<file path="config.mk">
export PLATFORM = sky130hd
export DESIGN_NAME = ahb_bus_arbiter
export DESIGN_NICKNAME = d
export VERILOG_FILES = /design/src/rtl/ahb_bus_arbiter_pkg.sv /design/src/rtl/ahb_bus_arbiter_round_robin_picker.sv /design/src/rtl/ahb_bus_arbiter.sv
export SDC_FILE = /design/constraint.sdc
export NUM_CORES = 1
export LEC_CHECK = 0
export ABC_AREA = 1
export CAP_MARGIN = 20
export CORE_ASPECT_RATIO = 1.4
export CORE_MARGIN = 3
export CORE_UTILIZATION = 25
export DETAILED_ROUTE_END_ITERATION = 10
export PLACE_DENSITY_LB_ADDON = 0.25
export SLEW_MARGIN = 20
export SYNTH_ARGS = -nofsm -noshare
export SYNTH_HDL_FRONTEND = slang
export SYNTH_SLANG_ARGS = --single-unit
</file>
<file path="constraint.sdc">
create_clock -name hclk -period 1.48 [get_ports hclk]
set_input_delay 0.222 -clock hclk [delete_from_list [all_inputs] [get_ports hclk]]
set_output_delay 0.222 -clock hclk [all_outputs]
set_load 0.1 [all_outputs]
</file>
<file path="src/rtl/ahb_bus_arbiter_pkg.sv">
// Shared AHB transfer/burst encodings, arbiter state encoding and default bus sizing.
package AhbGlobalPackage;

  localparam int unsigned NO_OF_MASTERS  = 2;
  localparam int unsigned HMASTER_WIDTH  = (NO_OF_MASTERS == 1) ? 1 : $clog2(NO_OF_MASTERS);
  localparam int unsigned BEAT_CNT_WIDTH = 4;

  typedef enum logic [1:0] {
    IDLE   = 2'b00,
    BUSY   = 2'b01,
    NONSEQ = 2'b10,
    SEQ    = 2'b11
  } ahbTransferEnum;

  typedef enum logic [2:0] {
    SINGLE = 3'b000,
    INCR   = 3'b001,
    WRAP4  = 3'b010,
    INCR4  = 3'b011,
    WRAP8  = 3'b100,
    INCR8  = 3'b101,
    WRAP16 = 3'b110,
    INCR16 = 3'b111
  } ahbBurstEnum;

  typedef enum logic [1:0] {
    ARB    = 2'b00,
    BURST  = 2'b01,
    LOCKED = 2'b10
  } arbStateEnum;

  // SEQ beats still owed after the NONSEQ of a fixed-length burst; 0 for SINGLE/INCR.
  function automatic logic [BEAT_CNT_WIDTH-1:0] burst_beats_left(input logic [2:0] burst);
    case (burst)
      WRAP4,  INCR4:  burst_beats_left = BEAT_CNT_WIDTH'(3);
      WRAP8,  INCR8:  burst_beats_left = BEAT_CNT_WIDTH'(7);
      WRAP16, INCR16: burst_beats_left = BEAT_CNT_WIDTH'(15);
      default:        burst_beats_left = '0;
    endcase
  endfunction

endpackage

</file>
<file path="src/rtl/ahb_bus_arbiter_round_robin_picker.sv">
// Combinational round-robin pick: first requester strictly after last_owner, parking on master 0.
module ahb_round_robin_picker #(
  parameter int unsigned NO_OF_MASTERS = 2,
  parameter int unsigned HMASTER_WIDTH = 1
) (
  input  logic [NO_OF_MASTERS-1:0] req,
  input  logic [HMASTER_WIDTH-1:0] last_owner,
  output logic [NO_OF_MASTERS-1:0] grant_c
);

  always_comb begin
    int unsigned idx;
    logic        found;
    idx     = 0;
    found   = 1'b0;
    grant_c = '0;
    for (int unsigned i = 1; i <= NO_OF_MASTERS; i++) begin
      idx = (32'(last_owner) + i) % NO_OF_MASTERS;
      if (!found && req[HMASTER_WIDTH'(idx)]) begin
        grant_c[HMASTER_WIDTH'(idx)] = 1'b1;
        found                        = 1'b1;
      end
    end
    if (!found) grant_c[0] = 1'b1;
  end

endmodule

</file>
<file path="src/rtl/ahb_bus_arbiter.sv">
// AHB bus arbiter: round-robin grant, held for fixed-length bursts and locked sequences.
module ahb_bus_arbiter #(
  parameter int unsigned NO_OF_MASTERS = AhbGlobalPackage::NO_OF_MASTERS,
  parameter int unsigned HMASTER_WIDTH = (NO_OF_MASTERS == 1) ? 1 : $clog2(NO_OF_MASTERS)
) (
  input  logic                     hclk,
  input  logic                     hreset,
  input  logic [NO_OF_MASTERS-1:0] hbusreq,
  input  logic [NO_OF_MASTERS-1:0] hlock,
  input  logic [1:0]               htrans,
  input  logic [2:0]               hburst,
  input  logic                     hready,
  output logic [NO_OF_MASTERS-1:0] hgrant,
  output logic [HMASTER_WIDTH-1:0] hmaster,
  output logic                     hmastlock
);

  import AhbGlobalPackage::arbStateEnum;
  import AhbGlobalPackage::ARB;
  import AhbGlobalPackage::BURST;
  import AhbGlobalPackage::LOCKED;
  import AhbGlobalPackage::IDLE;
  import AhbGlobalPackage::NONSEQ;
  import AhbGlobalPackage::SEQ;
  import AhbGlobalPackage::BEAT_CNT_WIDTH;
  import AhbGlobalPackage::burst_beats_left;

  arbStateEnum               state, state_next;
  logic [BEAT_CNT_WIDTH-1:0] beat_cnt, cnt_next;
  logic [HMASTER_WIDTH-1:0]  last_owner, grant_idx, pick_idx;
  logic [NO_OF_MASTERS-1:0]  pick_grant;

  function automatic logic [HMASTER_WIDTH-1:0] onehot_idx(input logic [NO_OF_MASTERS-1:0] oh);
    onehot_idx = '0;
    for (int unsigned i = 0; i < NO_OF_MASTERS; i++)
      if (oh[HMASTER_WIDTH'(i)]) onehot_idx = HMASTER_WIDTH'(i);
  endfunction

  ahb_round_robin_picker #(
    .NO_OF_MASTERS (NO_OF_MASTERS),
    .HMASTER_WIDTH (HMASTER_WIDTH)
  ) u_picker (
    .req        (hbusreq),
    .last_owner (last_owner),
    .grant_c    (pick_grant)
  );

  assign grant_idx = onehot_idx(hgrant);
  assign pick_idx  = onehot_idx(pick_grant);

  // Beats remaining in the owner's fixed burst after this cycle's transfer.
  always_comb begin
    cnt_next = beat_cnt;
    if (hready) begin
      case (htrans)
        NONSEQ:  cnt_next = burst_beats_left(hburst);
        SEQ:     if (beat_cnt != '0) cnt_next = beat_cnt - BEAT_CNT_WIDTH'(1);
        IDLE:    cnt_next = '0;
        default: cnt_next = beat_cnt;
      endcase
    end
  end

  always_comb begin
    state_next = state;
    case (state)
      ARB: begin
        if (hready) begin
          if (hlock[grant_idx])       state_next = LOCKED;
          else if (cnt_next != '0)    state_next = BURST;
        end
      end
      BURST: begin
        if (hready && cnt_next == '0) state_next = ARB;
      end
      LOCKED: begin
        // Release only once the owner has dropped hlock and a transfer completes.
        if (hready && !hlock[hmaster])
          state_next = (cnt_next != '0) ? BURST : ARB;
      end
      default: state_next = ARB;
    endcase
  end

  always_ff @(posedge hclk) begin
    if (hreset) state <= ARB;
    else        state <= state_next;
  end

  // Grant reopens on any edge that lands in ARB, so a finishing burst hands over immediately.
  always_ff @(posedge hclk) begin
    if (hreset) begin
      hgrant     <= NO_OF_MASTERS'(1);
      hmaster    <= '0;
      hmastlock  <= 1'b0;
      beat_cnt   <= '0;
      last_owner <= '0;
    end else begin
      beat_cnt <= cnt_next;
      if (state_next == ARB) begin
        hgrant     <= pick_grant;
        last_owner <= pick_idx;
      end
      if (hready) begin
        hmaster   <= grant_idx;
        hmastlock <= hlock[grant_idx];
      end
    end
  end

endmodule

</file>
* Word level (Yosys, flattened, before mapping)
Index checks and enable logic that the tools add are counted.
Cells by class: reductions and logical operators 16, magnitude comparators 6, add/sub/neg operators 3, eq/ne operators 10, bitwise logic cells 1, muxes and demuxes 30
Operators with widths (number):
- case mux 4 bit (3 select lines) | 2
- two-way mux 1 bit | 16
- two-way mux 2 bit | 7
- equality test 3 bit (second input constant) | 4
- less-than comparator 1 x 2 -> 1 bit (second input constant) | 4
- two-way mux 4 bit | 2
- nonzero test 4 bit | 2
- equality test 2 bit (second input constant) | 3
- equality test 3 x 2 -> 1 bit (second input constant) | 2
- logical NOT 2 bit | 3
- case mux 2 bit (3 select lines) | 1
- OR reduction 2 bit | 3
- logical AND 1 bit | 5
- logical NOT 4 bit | 1
- subtractor 4 x 1 -> 4 bit (second input constant) | 1
- adder 1 bit (second input constant) | 2
- demux 1 bit (select 1 bit) | 2
- equality test 2 x 1 -> 1 bit (second input constant) | 1
- >= comparator 1 bit (second input constant) | 2
- logical NOT 1 bit | 2
- bitwise OR 2 bit | 1
Word-level totals: output and inout port bits 4, register bits 11, input port bits 12, word-level logic and storage cells 72

* Longest topological paths before layout
Gate-level depths: netlist of the first run.
depth in word-level cells 11, depth in mapped cells 15, depth with buffers taken out 15

* Modules after synthesis
Synthesis of the first run repeated with hierarchy kept, for this count alone.
Unflattened totals: cell total of the unflattened synthesis 108, area, all modules 650.6 um^2
Modules (own cells, without submodules):
- ahb_bus_arbiter | cells an instance 104, area each 630.6 um^2, sequential area each 200.2 um^2, instances 1
- ahb_round_robin_picker | cells an instance 4, area each 20.0 um^2, sequential area each 0.0 um^2, instances 1

* Worst setup path after synthesis of the first run
No wires, ideal clock.
kind register to register, from register hmaster, to register hgrant[0], data required time 1356 ps, arrival 1768 ps, cell stages (with the launch flop) 12, slack -412 ps, setup time 124 ps, period minus slack after synthesis 1892 ps, cell sequence dfxtp_1 a21oi_1 o21ai_1 nand3b_2 nand2_1 inv_2 nand2_1 nand2_1 nand2_2 nand2_1 nand2_1 nand3_1
Between the ends: cells in the longest elaborated chain, start to end 7
RTL lines:
- start, declared | RTL line ahb_bus_arbiter.sv:14 | output logic [HMASTER_WIDTH-1:0] hmaster,
- start signal, assigned | RTL line ahb_bus_arbiter.sv:105 | hmaster <= grant_idx;
- two-way mux 1 bit (not written as such) (2 in series) | RTL line ahb_bus_arbiter.sv:78 | if (hready && !hlock[hmaster])
- logical NOT 1 bit | RTL line ahb_bus_arbiter.sv:78
- logical AND 1 bit | RTL line ahb_bus_arbiter.sv:78
- two-way mux 2 bit | RTL line ahb_bus_arbiter.sv:78
- case mux 2 bit (3 select lines) | RTL line ahb_bus_arbiter.sv:66 | case (state)
- logical NOT 2 bit | RTL line ahb_bus_arbiter.sv:100 | if (state_next == ARB) begin
- end signal, assigned | RTL line ahb_bus_arbiter.sv:101 | hgrant <= pick_grant;
- end, declared | RTL line ahb_bus_arbiter.sv:13 | output logic [NO_OF_MASTERS-1:0] hgrant,
No other way between the ends. The select of a mux whose other input is x is not followed. A chain may end at the register's enable or synchronous reset.

* Worst setup path in the final report of the first run
from register beat_cnt[0], to register hgrant[0]
Between the ends: cells in the longest elaborated chain, start to end 10, elaborated cells between the ends (all ways) 16
RTL lines:
- start, declared | RTL line ahb_bus_arbiter.sv:29 | logic [BEAT_CNT_WIDTH-1:0] beat_cnt, cnt_next;
- start signal, assigned | RTL line ahb_bus_arbiter.sv:99 | beat_cnt <= cnt_next;
- subtractor 4 x 1 -> 4 bit or nonzero test 4 bit (tied branches) | RTL line ahb_bus_arbiter.sv:57 | SEQ: if (beat_cnt != '0) cnt_next = beat_cnt - BEAT_CNT_WIDTH'(1);
- two-way mux 4 bit | RTL line ahb_bus_arbiter.sv:57
- case mux 4 bit (3 select lines) | RTL line ahb_bus_arbiter.sv:55 | case (htrans)
- two-way mux 4 bit (*) | RTL line ahb_bus_arbiter.sv:54 | if (hready) begin
- nonzero test 4 bit | RTL line ahb_bus_arbiter.sv:70, ahb_bus_arbiter.sv:79
- two-way mux 2 bit | RTL line ahb_bus_arbiter.sv:70 | else if (cnt_next != '0) state_next = BURST;
- two-way mux 2 bit | RTL line ahb_bus_arbiter.sv:69 | if (hlock[grant_idx]) state_next = LOCKED;
- two-way mux 2 bit | RTL line ahb_bus_arbiter.sv:68 | if (hready) begin
- case mux 2 bit (3 select lines) (*) | RTL line ahb_bus_arbiter.sv:66
- logical NOT 2 bit (*) | RTL line ahb_bus_arbiter.sv:100
Mark *: on every way between the ends. The rest lies on a longest branch, timed or not.

==> flow_metrics.env, run 1 <==
export IMPL_tightest_slew_ns=0.235
export IMPL_placement_setup_worst_slack_ns=-0.467
export IMPL_largest_net_degree_at_the_start_of_global_routing=7
export IMPL_num_io_pins=16
export IMPL_postLayoutSetupSlackWorst_ns=-0.149
export IMPL_rsz0062_at_grt="yes"
export IMPL_ir_worst_vdd_v=0.000722
export IMPL_clock_tree_from_tritoncts="built"
export IMPL_core_rowCount=21
export IMPL_overflow_left_after_global_routing=0
export IMPL_yosys_mux_area_fraction_pct=0
export IMPL_sequential_fraction_of_the_synthesis_area_pct=29.5
export IMPL_start_util_pct=27.2
export IMPL_synth_edf_count=0
export IMPL_timing_max_cap_violations=0
export IMPL_drt_iter0_markers=14
export IMPL_cts_buffer_depth=2
export IMPL_synth_compound_gate_area_share_pct=14.6
export IMPL_avgSynthCellArea_sq_um=6.22
export IMPL_cp_top_family="simple AND/OR/NAND/NOR gates"
export IMPL_cts_root_buf="clkbuf_4"
export IMPL_synth_seq_cells=10
export IMPL_diodes=0
export IMPL_drc_violations_left=0
export IMPL_crit_path_capture_type="flip-flop"
export IMPL_worst_skew_pair_late_latency_ns=0.26
export IMPL_path_buf_inv=2
export IMPL_crit_path_cell_trace="inv_2 > ha_4 > inv_2 > nand3_2 > nand3_2 > nand2_2 > nand2_1 > nor2_1 > nand2_1 > nand2_1 > nand2_1 > nand2_2 > nand2_2 > nand2_2 > nand3_2"
export IMPL_synth_adder_area_share_pct=1.85
export IMPL_setup_viol=4
export IMPL_finalWorstPathRequiredPeriod_ns=1.63
export IMPL_synth_distinct_cells=23
export IMPL_numCtsBuffers=3
export IMPL_critPathRequiredTime_ns=1.64
export IMPL_yosys_warnings=0
export IMPL_cts_clk_slew_worst_paths_ns=0.07
export IMPL_design_power_total_mw=1.07
export IMPL_placement_io_buffers=14
export IMPL_drive_above_1_share_pct=45.5
export IMPL_failing_checks="negative setup slack"
export IMPL_pre_repair_dr_iteration_count=5
export IMPL_num_vias=760
export IMPL_routed_wl_mm=1.79
export IMPL_gp_congestion=0.833
export IMPL_hpwl_mm=1.34
export IMPL_die_area_sq_um=3380
export IMPL_number_of_global_route_vias_before_repair=766
export IMPL_synth_xor_area_share_pct=0
export IMPL_post_synth_instance_area_sq_um=678
export IMPL_maxClockFrequency_mhz=614
export IMPL_cts_num_sinks=10
export IMPL_area_delta_synth_final_pct=68.1
export IMPL_synth_top_family_by_area="simple AND/OR/NAND/NOR gates"
export IMPL_synthesis_instances=109
export IMPL_slowest_stage_delay_on_critical_path_ns=0.34
export IMPL_route_detailed_vias_per_inst=4.25
export IMPL_groute_usage_overall_pct=12.2
export IMPL_synth_simple_gate_area_share_pct=40.6
export IMPL_most_common_cell_after_layout_fill_and_taps_aside="nand2_1"
export IMPL_worst_path_max_delay_cell="dfxtp_2"
export IMPL_final_cell_mix="nand2_1 (27), buf_4 (19), inv_1 (11), nor2_1 (9), nand2_2 (8)"
export IMPL_drt_wirelength_per_cell_microns=10.0
export IMPL_grt_pass1_wl_mm=3.13
export IMPL_leakagePower_nw=0.556
export IMPL_design_core_area_sq_um=2500
export IMPL_finalHoldViolations=0
export IMPL_layout_net_count=159
export IMPL_drt_antenna_violating_nets=0
export IMPL_critPathArrivalTime_ns=1.79
export IMPL_slew_viol_final=0
export IMPL_fin_skew_ns=0.00817
export IMPL_timing_hold_worst_class="primary input to flip-flop"
export IMPL_relSlewSlack_pct=84.3
export IMPL_async_reset_ff_share_pct=0
export IMPL_final_period_utilization_pct=110
export IMPL_timing_critical_path_from_type="flip-flop"
export IMPL_final_core_utilization_pct=45.7
export IMPL_cts_max_level=1
export IMPL_fp_dieH_microns=67.6
export IMPL_die_w_microns=50.0
export IMPL_fin_hold_ws_ns=0.313
export IMPL_power_density_nw_per_um2=939
export IMPL_crit_path_category="flip-flop to flip-flop"
export IMPL_status="finished with violations"
export IMPL_grt_antenna_before_repair=0
export IMPL_mappedNetlistNets=122
export IMPL_critical_path_peak_fanout=4
export IMPL_synth_top_flop_cell="dfxtp_1"
==> cells by family (layout without fill, tap and decap cells) <==
logic type | after synthesis | after routing
flip-flops | 10 | 10
buffers and inverters | 23 | 59
adder cells (fa/ha/maj) | 1 | 1
AND/OR/NAND/NOR | 59 | 59
AO/OA/AOI/OAI | 16 | 16
==> per-layer routing <==
layer  vias to the layer above  GRT usage, %  routed length [microns]
met3                         6          1.55                       53
met4                         0          8.30                       63
li1                        408             -                        -
met5                         -             0                        0
met1                       332          12.1                      660
met2                        14          23.2                     1020
==> tightest hold or removal path: stages <==
cell	delay, ns
dlymetal6s2s_1	0.13
buf_6	0.13
a21oi_1	0.05
==> registers in the layout (all words and copies together), names as in the netlist <==
name	count
beat_cnt	4
hgrant	2
state	2
hmaster	1
hmastlock	1
==> layout make-up <==
type                    instances  area [sq um]
repair buffers                 34           334
clock buffers                   4          26.3
well taps                      34          42.5
flip-flops and latches         10           208
multi-input cells              76           448
inverters                      21          81.3
fillers                       257          1360
==> Yosys cell counts, types with 2 or more instances <==
cell | number | area, sq um
a21oi_1 | 6 | 30.0
a21oi_2 | 4 | 35.0
clkinv_1 | 2 | 7.51
dfxtp_1 | 10 | 200
inv_1 | 15 | 56.3
inv_2 | 3 | 11.3
nand2_1 | 31 | 116
nand2_2 | 4 | 25.0
nand3_1 | 8 | 40.0
nor2_1 | 10 | 37.5
o21ai_1 | 4 | 20.0
==> repair_timing <==
item,4_1_cts,5_1_grt
buffers inserted,5,0
hold buffers,0,0
endpoints found under the setup margin,3,6
pin swaps,14,10
resized for setup,13,5
gates cloned,0,0
==> per-stage QoR <==
stage,cells,area (sq um),TNS [ns]
floorplan,109,702,-0.0180
global placement,170,1030,-1.32
detailed placement,170,1030,-1.46
CTS,179,1120,-0.232
global route,179,1140,-1.00
finish,179,1140,-0.320
==> path summary, 6_finish.rpt <==
check	startpoint	to	slack, ns	cells after the start
setup / recovery	beat_cnt[0]	hgrant[0]	-0.15	15
hold / removal	hready	hmaster	0.31	3
setup reg to reg	beat_cnt[0]	hgrant[0]	-0.15	15
hold reg to reg	beat_cnt[0]	beat_cnt[0]	0.51	2
==> power by group <==
part / total [mW] / leakage, nW / internal (mW) / switching, mW
combinational: 0.543 / 0.457 / 0.230 / 0.313
sequential: 0.333 / 0.0843 / 0.302 / 0.0305
clock: 0.194 / 0.0150 / 0.104 / 0.0904
total: 1.07 / 0.556 / 0.636 / 0.434
Note: power is estimated with default switching activity, not from simulation.
==> inputs of run 2 (changes only) <==
Settings changed: SETUP_SLACK_MARGIN from default to 0.5.
==> run 2 against run 1 <==
  * The run still ends with negative setup slack left
  * Sequential power grew 2%
  * Clock skew down 0.0063 ns
  * Worst setup slack improved by 0.020 ns
  * Flip-flop and latch count stayed put
  * Global-route usage decreased by 0.39 points
  * Non-clock buffer count is 2 higher
  * Largest cell class unchanged
  * Maximum frequency is 1.2% higher
==> flow_metrics.env, run 2 (synthesis gave the netlist of run 1 again) <==
export IMPL_status="finished with violations"
export IMPL_failing_checks="negative setup slack"
export IMPL_cts_clk_slew_worst_paths_ns=0.07
export IMPL_worst_skew_pair_late_latency_ns=0.27
export IMPL_groute_usage_overall_pct=11.8
export IMPL_tightest_slew_ns=0.226
export IMPL_ir_worst_vdd_v=0.000696
export IMPL_drive_above_1_share_pct=57.8
export IMPL_maxClockFrequency_mhz=621
export IMPL_power_density_nw_per_um2=969
export IMPL_multi_input_area_sq_um=474
export IMPL_timing_critical_path_from_type="flip-flop"
export IMPL_clock_tree_from_tritoncts="built"
export IMPL_diodes=0
export IMPL_final_core_utilization_pct=48.1
export IMPL_relSlewSlack_pct=84.9
export IMPL_finalWorstPathRequiredPeriod_ns=1.61
export IMPL_crit_path_category="flip-flop to flip-flop"
export IMPL_critPathRequiredTime_ns=1.64
export IMPL_num_vias=792
export IMPL_die_w_microns=50.0
export IMPL_die_area_sq_um=3380
export IMPL_setup_viol=3
export IMPL_number_of_global_route_vias_before_repair=774
export IMPL_drt_antenna_violating_nets=0
export IMPL_critical_path_peak_fanout=4
export IMPL_layout_net_count=161
export IMPL_overflow_left_after_global_routing=0
export IMPL_filler_cell_count=263
export IMPL_leakagePower_nw=0.571
export IMPL_most_common_cell_after_layout_fill_and_taps_aside="nand2_1"
export IMPL_final_period_utilization_pct=109
export IMPL_drt_iter0_markers=15
export IMPL_crit_path_capture_type="flip-flop"
export IMPL_top_regs="beat_cnt x4, hgrant x2, state x2"
export IMPL_largest_net_degree_at_the_start_of_global_routing=7
export IMPL_hpwl_mm=1.40
export IMPL_timing_max_cap_violations=0
export IMPL_drc_violations_left=0
export IMPL_drt_wirelength_per_cell_microns=10.4
export IMPL_critPathArrivalTime_ns=1.77
export IMPL_reg2reg_depth=15
export IMPL_fp_dieH_microns=67.6
export IMPL_cts_buffer_depth=2
export IMPL_numCtsBuffers=3
export IMPL_fin_skew_ns=0.00191
export IMPL_slew_viol_final=0
export IMPL_area_delta_synth_final_pct=76.9
export IMPL_pre_repair_dr_iteration_count=4
export IMPL_postLayoutSetupSlackWorst_ns=-0.129
export IMPL_final_cell_mix="nand2_1 (23), buf_4 (18), nand2_2 (12), inv_2 (11), nor2_1 (8)"
export IMPL_max_reg_flops=4
export IMPL_finalHoldViolations=0
export IMPL_cts_num_sinks=10
export IMPL_core_rowCount=21
export IMPL_num_io_pins=16
export IMPL_gp_congestion=0.774
export IMPL_post_place_cells=169
export IMPL_cts_max_level=1
export IMPL_rsz0062_at_grt="yes"
export IMPL_grt_antenna_before_repair=0
export IMPL_timing_hold_worst_path_depth=3
export IMPL_area_occupied_by_registers_sq_um=211
export IMPL_cts_root_buf="clkbuf_4"
export IMPL_routed_wl_mm=1.88
export IMPL_start_util_pct=27.2
export IMPL_design_core_area_sq_um=2500
export IMPL_top_register="beat_cnt"
export IMPL_finish_cell_count_without_fillers=181
export IMPL_placement_io_buffers=14
export IMPL_grt_pass1_wl_mm=3.04
export IMPL_route_detailed_vias_per_inst=4.38
export IMPL_timing_hold_worst_class="primary input to flip-flop"
-- run 2: cell count changes in the layout (fill, tap and decap cells not counted), moves of 3 or more --
cell	delta
inv_1	-4
inv_2	+4
nand2_1	-4
nand2_2	+4
a21oi_1	-3
a21oi_2	+3
buf_6	+3
dfxtp_1	-3
dfxtp_2	+3
dlygate4sd2_1	+3
-- run 2: final cells by class --
type                            instances  share of cell area (%)
Clock buffer                            4                    3.02
Inverter                               21                    6.78
Multi-Input combinational cell         76                    39.5
Sequential cell                        10                    17.6
Tap cell                               34                    3.55
Timing Repair Buffer                   36                    29.5
-- run 2: layer usage --
metal  vias to the layer above  share of wire, %  GRT usage [%]
met5                         -                 0              0
met4                         0               2.1           7.27
met3                         5               3.9           1.99
met2                        16                58           24.5
met1                       360                36           10.1
li1                        411                 -              -
-- run 2: critical path, cell delays in order, from the launching register on --
cell and delay, ns:
dfxtp_2 0.34, inv_2 0.05, ha_4 0.25, inv_2 0.03, nand3_2 0.06, nand3_2 0.07
nand2_2 0.09, nand2_1 0.05, nor2_1 0.10, nand2_1 0.05, nand2_1 0.05, nand2_1 0.06
nand2_2 0.10, nand2_2 0.07, nand2_2 0.07, nand3_2 0.06
-- run 2: worst paths after layout --
| check | startpoint | end | slack (ns) |
|---|---|---|---|
| hold reg to reg | hgrant[0] | hgrant[0] | 0.50 |
| setup / recovery | beat_cnt[0] | hgrant[0] | -0.13 |
| setup reg to reg | beat_cnt[0] | hgrant[0] | -0.13 |
| hold / removal | hready | hmaster | 0.41 |
-- run 2: timing repair --
action / CTS / global route
hold buffers: 0 / 0
endpoints found under the hold margin: 0 / 0
setup buffers: 6 / 2
gates resized for setup: 25 / 9
pin swaps: 20 / 14
setup endpoints to repair: 13 / 13
-- run 2: through the flow --
step	power [mW]	area [sq um]	setup TNS, ns	hold slack, ns	setup WS (ns)
after floorplan	0.656	712	-0.00888	0.302	-0.00619
after global placement	0.826	1030	-1.19	0.479	-0.431
after detailed placement	0.835	1030	-1.26	0.490	-0.444
after CTS	1.13	1150	-0.245	0.421	-0.123
after global routing	1.23	1200	-0.661	0.444	-0.260
final	1.16	1200	-0.253	0.414	-0.129
-- run 2: power breakdown --
| group | switching, mW | internal [mW] | leakage [nW] |
|---|---|---|---|
| Clock | 0.105 | 0.150 | 0.0210 |
| Combinational | 0.323 | 0.246 | 0.466 |
| Sequential | 0.0340 | 0.305 | 0.0848 |
